## config.mk

```make
export PLATFORM = sky130hd
export DESIGN_NAME = hilo_acc_unit
export DESIGN_NICKNAME = d
export VERILOG_FILES = /design/src/rtl/hilo_acc_unit.sv
export SDC_FILE = /design/constraint.sdc
export NUM_CORES = 1
export LEC_CHECK = 0
export CAP_MARGIN = 30
export CORE_AREA = 4 4 263 136
export DETAILED_ROUTE_END_ITERATION = 8
export DIE_AREA = 0 0 267 140
export PLACE_DENSITY = 0.6
export SLEW_MARGIN = 20
export SYNTH_ARGS = -nofsm -noshare
export SYNTH_HDL_FRONTEND = slang
export SYNTH_SLANG_ARGS = --single-unit
```

## constraint.sdc

```tcl
create_clock -name clk -period 11.1 [get_ports clk]
set_input_delay 3.33 -clock clk [delete_from_list [all_inputs] [get_ports clk]]
set_output_delay 3.33 -clock clk [all_outputs]
set_load 0.1 [all_outputs]
```

## src/rtl/hilo_acc_unit.sv

```systemverilog
// rtl/hilo_acc_unit.sv - HI/LO special-register pair with half writes and 2-cycle atomic accumulate
module hilo_acc_unit #(
  parameter int DATA_W = 32,
  parameter bit BYPASS = 1'b1
) (
  input  logic              clk,
  input  logic              rst,
  input  logic              op_valid,
  output logic              op_ready,
  input  logic [2:0]        op_mode,
  input  logic [DATA_W-1:0] hi_write_data,
  input  logic [DATA_W-1:0] lo_write_data,
  input  logic              flush,
  output logic [DATA_W-1:0] hi_read_data,
  output logic [DATA_W-1:0] lo_read_data,
  output logic              busy,
  output logic              acc_done,
  output logic              acc_carry
);

  localparam logic [2:0] MODE_WR_BOTH = 3'd1;
  localparam logic [2:0] MODE_WR_HI   = 3'd2;
  localparam logic [2:0] MODE_WR_LO   = 3'd3;
  localparam logic [2:0] MODE_ACC_ADD = 3'd4;
  localparam logic [2:0] MODE_ACC_SUB = 3'd5;

  typedef enum logic [1:0] {
    S_IDLE   = 2'd0,
    S_ACC_LO = 2'd1,
    S_ACC_HI = 2'd2
  } state_t;

  state_t state_q, state_d;

  logic [DATA_W-1:0] hi_q, lo_q;
  logic [DATA_W-1:0] addend_hi_q, addend_lo_q;
  logic [DATA_W-1:0] temp_lo_q;
  logic              sub_q;
  logic              carry_lo_q;
  logic              acc_done_q;
  logic              acc_carry_q;

  logic accept;
  logic wr_hi, wr_lo, acc_start;
  logic commit;
  logic [DATA_W:0] lo_sum, hi_sum;

  assign op_ready = (state_q == S_IDLE) & ~flush;
  assign accept   = op_valid & op_ready;
  assign busy     = (state_q != S_IDLE);

  assign wr_hi     = accept & ((op_mode == MODE_WR_BOTH) | (op_mode == MODE_WR_HI));
  assign wr_lo     = accept & ((op_mode == MODE_WR_BOTH) | (op_mode == MODE_WR_LO));
  assign acc_start = accept & ((op_mode == MODE_ACC_ADD) | (op_mode == MODE_ACC_SUB));

  // A flush on the commit cycle cancels the commit entirely.
  assign commit = (state_q == S_ACC_HI) & ~flush;

  // One extra bit on each half captures carry-out or borrow (top bit set on underflow).
  always_comb begin
    lo_sum = '0;
    hi_sum = '0;
    if (sub_q) begin
      lo_sum = {1'b0, lo_q} - {1'b0, addend_lo_q};
      hi_sum = {1'b0, hi_q} - {1'b0, addend_hi_q} - {{DATA_W{1'b0}}, carry_lo_q};
    end else begin
      lo_sum = {1'b0, lo_q} + {1'b0, addend_lo_q};
      hi_sum = {1'b0, hi_q} + {1'b0, addend_hi_q} + {{DATA_W{1'b0}}, carry_lo_q};
    end
  end

  always_comb begin
    state_d = state_q;
    case (state_q)
      S_IDLE:   if (acc_start) state_d = S_ACC_LO;
      S_ACC_LO: state_d = flush ? S_IDLE : S_ACC_HI;
      S_ACC_HI: state_d = S_IDLE;
      default:  state_d = S_IDLE;
    endcase
  end

  always_ff @(posedge clk or posedge rst) begin
    if (rst) begin
      state_q     <= S_IDLE;
      hi_q        <= '0;
      lo_q        <= '0;
      addend_hi_q <= '0;
      addend_lo_q <= '0;
      temp_lo_q   <= '0;
      sub_q       <= 1'b0;
      carry_lo_q  <= 1'b0;
      acc_done_q  <= 1'b0;
      acc_carry_q <= 1'b0;
    end else begin
      state_q    <= state_d;
      acc_done_q <= commit;
      if (wr_hi) hi_q <= hi_write_data;
      if (wr_lo) lo_q <= lo_write_data;
      if (acc_start) begin
        addend_hi_q <= hi_write_data;
        addend_lo_q <= lo_write_data;
        sub_q       <= (op_mode == MODE_ACC_SUB);
      end
      if ((state_q == S_ACC_LO) && !flush) begin
        temp_lo_q  <= lo_sum[DATA_W-1:0];
        carry_lo_q <= lo_sum[DATA_W];
      end
      // Both halves land on the same edge so readers never see a partial result.
      if (commit) begin
        hi_q        <= hi_sum[DATA_W-1:0];
        lo_q        <= temp_lo_q;
        acc_carry_q <= hi_sum[DATA_W];
      end
    end
  end

  assign hi_read_data = (BYPASS && wr_hi) ? hi_write_data : hi_q;
  assign lo_read_data = (BYPASS && wr_lo) ? lo_write_data : lo_q;
  assign acc_done     = acc_done_q;
  assign acc_carry    = acc_carry_q;

endmodule
```

# Yosys cells after proc, flatten, opt, wreduce, memory -nomap -nowiden
# Cells that the tools add are included.
[classes] add_sub_neg=6 eq_ne=8 muxes=9 bitwise_logic=10 n_reduce_logical=4
[op_table] cell="$mux 32" count=4
[op_table] cell="$add 32x32->33" count=2
[op_table] cell="$mux 33" count=2
[op_table] cell="$sub 32x32->33" count=2
[op_table] cell="$add 33x1->33" count=1
[op_table] cell="$sub 33x1->33" count=1
[op_table] cell="$and 1x1->1" count=6
[op_table] cell="$eq 3x2->1 const B" count=2
[op_table] cell="$eq 3x3->1 const B" count=2
[op_table] cell="$mux 2" count=2
[op_table] cell="$pmux 2 s2" count=1
[op_table] cell="$eq 3x1->1 const B" count=1
[op_table] cell="$or 1x1->1" count=3
[op_table] cell="$eq 2x1->1 const B" count=1
[op_table] cell="$eq 2x2->1 const B" count=1
[op_table] cell="$logic_not 2->1" count=1
[op_table] cell="$ne 2x2->1 const B" count=1
[op_table] cell="$reduce_bool 2->1" count=1
[op_table] cell="$logic_and 1x1->1" count=1
[op_table] cell="$logic_not 1->1" count=1
[op_table] cell="$not 1->1" count=1
[word_totals] reg_bits=166 in_bits=71 output_inout_bits=68

# Longest topological paths before layout
# Gate-level depths: netlist of run 1.
[logic_depth] word_depth=6 ltp_mapped=19 mapped_depth_nobuf=19

# Worst setup path after synthesis of run 1
# OpenSTA, ideal clock, no wires.
[synth_timing] path_kind="input -> output" start="in flush" end="out hi_read_data[11]" arrival_time_ns=6.858 slack_ns=0.912 stages=6 path_buffers=1 path_cell_list="nor2_1 nand2_1 nor3_1 clkbuf_1 nand2_1 o21ai_0"
[synth_between] elab_chain_len=5
[synth_rtl] element="start: declaration" line="13" rtl="input logic flush,"
[synth_rtl] element="$not 1->1" line="48" rtl="assign op_ready = (state_q == S_IDLE) & ~flush;"
[synth_rtl] element="$and 1x1->1" line="48"
[synth_rtl] element="$and 1x1->1" line="49" rtl="assign accept = op_valid & op_ready;"
[synth_rtl] element="$and 1x1->1" line="52" rtl="assign wr_hi = accept & ((op_mode == MODE_WR_BOTH) | (op_mode == MODE_WR_HI));"
[synth_rtl] element="$mux 32" line="117" rtl="assign hi_read_data = (BYPASS && wr_hi) ? hi_write_data : hi_q;"
[synth_rtl] element="end: declaration" line="14" rtl="output logic [DATA_W-1:0] hi_read_data,"
# No other way between the ends.

# Final worst setup path of run 1
[layout_timing] start="in flush" end="out lo_read_data[0]"
[layout_between] elab_chain_len=5
[layout_rtl] element="$not 1->1" line="48"
[layout_rtl] element="$and 1x1->1" line="48"
[layout_rtl] element="$and 1x1->1" line="49"
[layout_rtl] element="$and 1x1->1" line="53" rtl="assign wr_lo = accept & ((op_mode == MODE_WR_BOTH) | (op_mode == MODE_WR_LO));"
[layout_rtl] element="$mux 32"
[layout_rtl] element="end: declaration" line="15" rtl="output logic [DATA_W-1:0] lo_read_data,"
# No other way between the ends.

==> metrics.md, run 1 <==
| Metric | Value |
|---|---|
| Vias in the first global route | roughly 12000 |
| # clock sinks | roughly 170 |
| Number of storage elements in the synthesis netlist | approximately 170 |
| Synth Cell Area | about 0.013 mm2 |
| Setup violations, final | 0 |
| Clock latency on the worst-skew pair | 450 ps |
| Share of async-settable or async-resettable flops after synthesis | 100% |
| Post-CTS setup-driven buffer insertion count | 0 |
| Num CTS Buffers | 17 |
| Maximum fanout along the worst path | 15 |
| Count of vias placed by the detailed router | 12100 |
| Crit start category | primary input |
| Count of endpoints failing hold in the final timing report | 0 |
| Number of different library cells in the post-synthesis netlist | between 70 and 80 |
| Sum of net half-perimeters after detailed placement | 32100 um |
| Maximum clock path buffer count | 2 |
| Violation count after the first detailed-routing iteration | approximately 1200 |
| Yosys warning count | 0 |
| Actual slew at the worst max-slew pin | approximately 1000 ps |
| Final net count | about 1900 |
| Count of mapped cells out of synthesis | 1613 |
| Initial cell density of the core | between 30% and 40% |
| Final Skew | between 9 and 10 ps |
| Relative slew slack | just over 30% |
| Design area | 0.0155 mm2 |
| Clock slew at reported path FFs | 70 ps |
| H-Tree Level Count | 4 |
| Post-Place Worst Slack | between 1000 and 1500 ps |
| Avg Cell Area, Syn | 8.19 um2 |
| IO buf count | about 140 |
| Status | complete, no violations |
| Fin. max-slew vios | 0 |
| Post-detailed-route count of antenna-violating nets | 0 |
| Crit path arrival time | approximately 6100 ps |
| RSZ-0062 raised after global routing | false |
| Category of the worst setup path capture point | output port |
| Die Ht | ~140 um |
| Cts hold-fix bufs | 0 |
| Number of antenna violations at the first check in global routing | 1 |
| Setup TNS | 0 ps |
| Final period util | roughly 85% |
| Die outline width | 267 um |
| Worst Slack Setup Final | between 1500 and 2000 ps |
| Portion of the post-synthesis area used by sequential elements | between 30% and 40% |
| All-Layer GR Usage | 23.0% |
| Syn_nets | approximately 1800 |
| Standard cell core area | between 0.03 and 0.04 mm2 |
| Final Critical Period | about 9400 ps |
| Power density over the cells | 317 mW/mm2 |
| Maximum clock rate | 106 MHz |
| Max cap viols | 0 |
| Proportion of layout cells with a drive suffix above 1 | 10.8% |
| Number of primary I/O pins | approximately 140 |
| Placed inst area | between 0.01 and 0.015 mm2 |
| Critical path class | in2out |
| DRC violation count after routing | 0 |
| Min Hold Slack | between 400 and 500 ps |
| Largest net degree at the start of global routing | 74 |
| Area added between synthesis and finish | 17.6% |
| Utilization after layout | 46.1% |
| TritonCTS clock tree | built |
| Peak supply drop | about 0.00011 V |
| Total congestion overflow after global routing | 0 |
| Clock tree root buffer cell | clkbuf_16 |
| First drt pass iteration count | 5 |
| CP required | 7770 ps |
| Total Routed Length | ~43000 um |
| Quantity of gates resized following cts | 0 |
| Floorplan row count | 48 |
| Count of flip-flops with a built-in enable after synthesis | 0 |
| Number of vias per cell after detailed routing | ~5.5 |
| Class of the tightest hold or removal check | reg2reg |
| Wire length of the first global-routing pass | approximately 67000 um |
| Most common flop cell mapped by yosys | dfrtp_1 |
| Static leakage | 7.19 nW |
| Wirelength per Cell | between 15 and 20 um |
| Number of inserted diodes | 0 |
| Placer's final routability congestion estimate | 0.966 |
| Full die area | between 0.03 and 0.04 mm2 |
worst max-delay path: stages:
cell and delay [ps]:
clkdlybuf4s50_1 440, nor2_1 230, nand2_1 130, nor2_1 100, nand2_1 240, buf_8 260, mux2_2 240, clkdlybuf4s50_1 1130
metal layers:
metal | track usage (%) | vias to the layer above | routed length (um)
li1 | - | 5838 | -
met1 | 37.6 | 5821 | 23000
met2 | 28.9 | 394 | 15900
met3 | 6.32 | 48 | 3380
met4 | 5.11 | 2 | 624
met5 | 0 | - | 13
sequential cells by signal, summed over array words and instances, names as in the netlist, 2 cells and up:
name	flops
addend_hi_q	32
addend_lo_q	32
hi_q	32
lo_q	32
temp_lo_q	32
state_q	2
metrics by stage:
stage | instances | total power [W]
after floorplan | 1613 | 0.00343
after global placement | 2155 | 0.00423
after CTS | 2187 | 0.00489
after detailed placement | 2155 | 0.00424
final | 2189 | 0.00493
after global routing | 2189 | 0.00529
placed cells by master (no fill, tap or decap), types with 63 or more instances in the layout:
| cell | n |
|---|---|
| dfrtp_1 | 165 |
| nor2_1 | 84 |
| mux2_2 | 63 |
| a21oi_1 | 137 |
| inv_1 | 122 |
| ha_1 | 126 |
| clkdlybuf4s50_1 | 88 |
| buf_4 | 63 |
| nand2_1 | 305 |
| o21ai_0 | 128 |
| xnor2_1 | 85 |
where the power goes:
part           internal, W  switching (W)  leakage, nW
Sequential        0.000783       0.000136         2.05
Clock             0.000326       0.000296        0.285
Combinational      0.00117        0.00222         4.86
Total              0.00228        0.00265         7.19
cells by family (layout without fill, tap and decap cells):
| family | Yosys count | count (layout) | synth area share [%] |
|---|---|---|---|
| AO/OA/AOI/OAI | 424 | 424 | 20.0 |
| XOR/XNOR | 111 | 111 | 7.36 |
| adder cells (fa/ha/maj) | 131 | 131 | 12.7 |
| buffers and inverters | 185 | 311 | 5.25 |
| flip-flops | 166 | 166 | 31.4 |
| multiplexers | 71 | 71 | 5.97 |
| AND/OR/NAND/NOR | 525 | 525 | 17.3 |
layout make-up:
| class | count | area [um2] |
|---|---|---|
| clock buffers | 18 | 439 |
| fillers | 3320 | 18200 |
| clock inverters | 14 | 158 |
| flip-flops and latches | 166 | 4160 |
| repair buffers | 153 | 1370 |
| multi-input cells | 1262 | 8380 |
| well taps | 450 | 563 |
| inverters | 126 | 478 |
synthesized netlist by cell type (10+ instances only):
master      n  area (um2)
inv_1     124         465
o21bai_1   13        97.6
o21ai_0   128         641
nand3_1    19        95.1
a21oi_1   137         686
xor2_1     26         228
mux2_2     63         709
nand4_1    14        87.6
nor4_1     10        62.6
a31oi_1    13        81.3
dfrtp_1   166        4150
o21a_1     15         113
a21o_1     25         188
ha_1      126        1580
clkbuf_1   52         195
o31ai_1    21         158
nand2_1   307        1150
nand2b_1   13        81.3
nor3_1     21         105
nor2b_1    11        68.8
xnor2_1    85         744
nor2_1     84         315
final timing paths:
check	startpoint	endpoint	slack, ps	depth (start not counted)
max	flush	lo_read_data[0]	1660	8
min	temp_lo_q[22]	temp_lo_q[22]	480	2
max reg2reg	addend_lo_q[2]	temp_lo_q[31]	5330	15
min reg2reg	temp_lo_q[22]	temp_lo_q[22]	480	2
max in group asynchronous	rst	sub_q	5960	4
min in group asynchronous	rst	temp_lo_q[5]	3380	2
(Power assumes the default switching activity.)
==> run 2, diff against run 1 <==
Settings changed: CORE_AREA 4 4 263 136 to 3 3 262 135, DIE_AREA 0 0 267 140 to 0 0 265 138.
==> run 2 against run 1 <==
Global-route usage is 2.4 points lower. Worst hold slack worse by 4.1 ps. Sequential cell count unchanged. Utilization grew 0.90 points. Maximum frequency shrank 0.99%. Count of clock-buffer cells in the layout shrank 1. Critical path depth unchanged. Non-clock buffer count fell by 1. Sequential share of layout area about the same. Cell count down 0.41%. Die area down 2.2%. Critical path type unchanged. Critical endpoint is now hi_read_data[26].
==> metrics.md, run 2 (same netlist as run 1, synthesis figures left out) <==
| Metric | Value |
|---|---|
| Critical path class | in2out |
| Number of antenna violations at the first check in global routing | 1 (unchanged) |
| Relative slew slack | 34.1% (+3.5 points) |
| H-Tree Level Count | 4 (unchanged) |
| Total congestion overflow after global routing | 0 (unchanged) |
| CP required | 7770 ps (about the same) |
| Power density over the cells | 306 mW/mm2 (-3.7%) |
| Number of primary I/O pins | 139 (unchanged) |
| Floorplan row count | 47 (-2.1%) |
| Largest net degree at the start of global routing | 72 (-2.7%) |
| Clock group share of total power | 12.5% (about the same) |
| Max cap viols | 0 (unchanged) |
| Internal power consumption | 0.00224 W (-1.5%) |
| Proportion of layout cells with a drive suffix above 1 | 10.2% (-0.57 points) |
| Quantity of gates resized following cts | 0 (unchanged) |
| First drt pass iteration count | 5 (unchanged) |
| Final period util | 85.9% (+0.85 points) |
| Worst hold path depth | 2 (unchanged) |
| Delay of the slowest critical-path stage | 1180 ps (+50 ps) |
| Count of vias placed by the detailed router | 11700 (-3.7%) |
| Slack of the worst reg-to-reg path | 6580 ps (+1250 ps) |
| Setup violations, final | 0 (unchanged) |
| Category of the worst setup path capture point | output port |
| Worst Slack Setup Final | 1570 ps (-94.3 ps) |
| # clock sinks | 166 (unchanged) |
| Commonest cells after routing, fill and taps aside | nand2_1 (305), dfrtp_1 (165), a21oi_1 (137) |
| DRC violation count after routing | 0 (unchanged) |
| Area taken by flip-flops and latches | 0.00416 mm2 (unchanged) |
| Number of vias per cell after detailed routing | 5.34 (-3.3%) |
| Sum of net half-perimeters after detailed placement | 27500 um (-14%) |
| Cell with the largest stage delay on the worst path | clkdlybuf4s50_1 |
| Final net count | 1927 (-0.052%) |
| Final Critical Period | 9530 ps (+94.3 ps) |
| All-Layer GR Usage | 20.6% (-2.4 points) |
| Post-Place Worst Slack | 1570 ps (+215 ps) |
| Wire length of the first global-routing pass | 60900 um (-9.5%) |
| Total Routed Length | 37200 um (-13%) |
| Standard cell core area | 0.0330 mm2 (-2.1%) |
| Full die area | 0.0366 mm2 (-2.2%) |
| Switching power total | 0.00250 W (-5.9%) |
| Vias in the first global route | 11600 (+0.93%) |
| Num CTS Buffers | 17 (unchanged) |
| Violation count after the first detailed-routing iteration | 604 (-48%) |
| Static leakage | 7.16 nW (-0.40%) |
| Wirelength per Cell | 17.1 um (-13%) |
| Clock tree root buffer cell | clkbuf_16 |
| Layout fillers | 3309 (-0.33%) |
| Area added between synthesis and finish | 17.4% |
| Class of the tightest hold or removal check | reg2reg |
| Area of combinational cells with multiple inputs | 0.00838 mm2 (unchanged) |
| Initial cell density of the core | 40.0% (+0.83 points) |
| Count of endpoints failing hold in the final timing report | 0 (unchanged) |
| Cts hold-fix bufs | 0 (unchanged) |
| IO buf count | 138 (unchanged) |
| Peak supply drop | 0.000121 V (+7.9%) |
| Post-detailed-route count of antenna-violating nets | 0 (unchanged) |
| Reg-to-reg critical path startpoint | addend_lo_q[2] |
| Cell-by-cell trace of the critical path | clkdlybuf4s50_1 > nor2_1 > nand2_1 > nor3_2 > buf_4 > nand2_1 > o21ai_0 > clkdlybuf4s50_1 |
| Die outline width | 265 um (-0.75%) |
| Crit path arrival time | 6200 ps (+90 ps) |
| Capture instance of the worst register-to-register path | temp_lo_q[25] |
| Cells on worst reg2reg path | 17 (+2) |
| Actual slew at the worst max-slew pin | 985 ps (-51.3 ps) |
| RSZ-0062 raised after global routing | false |
| Post-CTS setup-driven buffer insertion count | 0 (unchanged) |
| Setup TNS | 0 ps (unchanged) |
| Seq pwr share | 19.2% (+0.6 points) |
| Worst Hold Path EP | temp_lo_q[1] |
| Most common cell after layout, fill and taps aside | nand2_1 |
| Crit start category | primary input |
| Relative contribution of combinational cells to total power | 68.3% (-0.5 points) |
| Maximum fanout along the worst path | 64 (+49) |
| Die Ht | 138 um (-1.4%) |
| Sw Share | 52.7% (-1.1 points) |
| Fin. max-slew vios | 0 (unchanged) |
| Final Skew | 13.8 ps (+3.96 ps) |
| Min Hold Slack | 478 ps (-4.07 ps) |
| Maximum clock rate | 105 MHz (-0.99%) |
| Clock latency on the worst-skew pair | 460 ps (about the same) |
| Clock slew at reported path FFs | 70 ps (about the same) |
| Placer's final routability congestion estimate | 0.917 (-5.1%) |
| Startpoint of the tightest hold check path | temp_lo_q[1] |
| Status | complete, no violations |
| Maximum clock path buffer count | 2 (unchanged) |
| TritonCTS clock tree | built |
## run 2: worst max path at each step
stage           from               end  slack [ps]
6_report       flush  hi_read_data[26]        1570
5_1_grt        flush  hi_read_data[29]        1380
4_1_cts        flush   hi_read_data[9]        1570
3_5_place_dp   flush  hi_read_data[29]        1570
3_3_place_gp   flush   hi_read_data[9]        1630
2_1_floorplan  flush  hi_read_data[11]         910
## run 2: power by group through the flow
stage	combinational, W	clock, W	sequential, W
global route	0.00356	0.000632	0.000937
floorplan	0.00254	0	0.000887
CTS	0.00323	0.000608	0.000915
global placement	0.00321	0	0.000923
finish	0.00324	0.000591	0.000912
detailed placement	0.00321	0	0.000927
## run 2: cell type report
cell class	instances	area share, %
Tap cell	441	3.56
Clock buffer	17	2.74
Multi-Input combinational cell	1262	54.0
Timing Repair Buffer	152	8.92
Inverter	126	3.08
Clock inverter	15	0.919
Sequential cell	166	26.8
Antenna cell	1	0.0161
## run 2: critical path, delay by kind of cell
family	cells	cell delay (ps)
AOI/OAI and AO/OA	1	130
buffers and inverters	3	2100
and+or+nand+nor	4	570
## run 2: stage by stage
stage	area, um2	util [%]	power, W	cells
2_1_floorplan	13200	-	0.00343	1613
3_3_place_gp	14900	45.2	0.00413	2147
3_5_place_dp	14900	45.2	0.00413	2147
4_1_cts	15500	46.9	0.00475	2179
5_1_grt	15500	47.0	0.00513	2180
6_report	15500	47.0	0.00474	2180
## run 2: routing by layer
| metal | vias to the layer above | GRT usage, % | part of all wire, % |
|---|---|---|---|
| met5 | - | 0 | 0 |
| met4 | 0 | 6.43 | 2.3 |
| met3 | 46 | 2.86 | 3.0 |
| met2 | 171 | 35.6 | 49 |
| met1 | 5618 | 26.7 | 46 |
| li1 | 5817 | - | - |
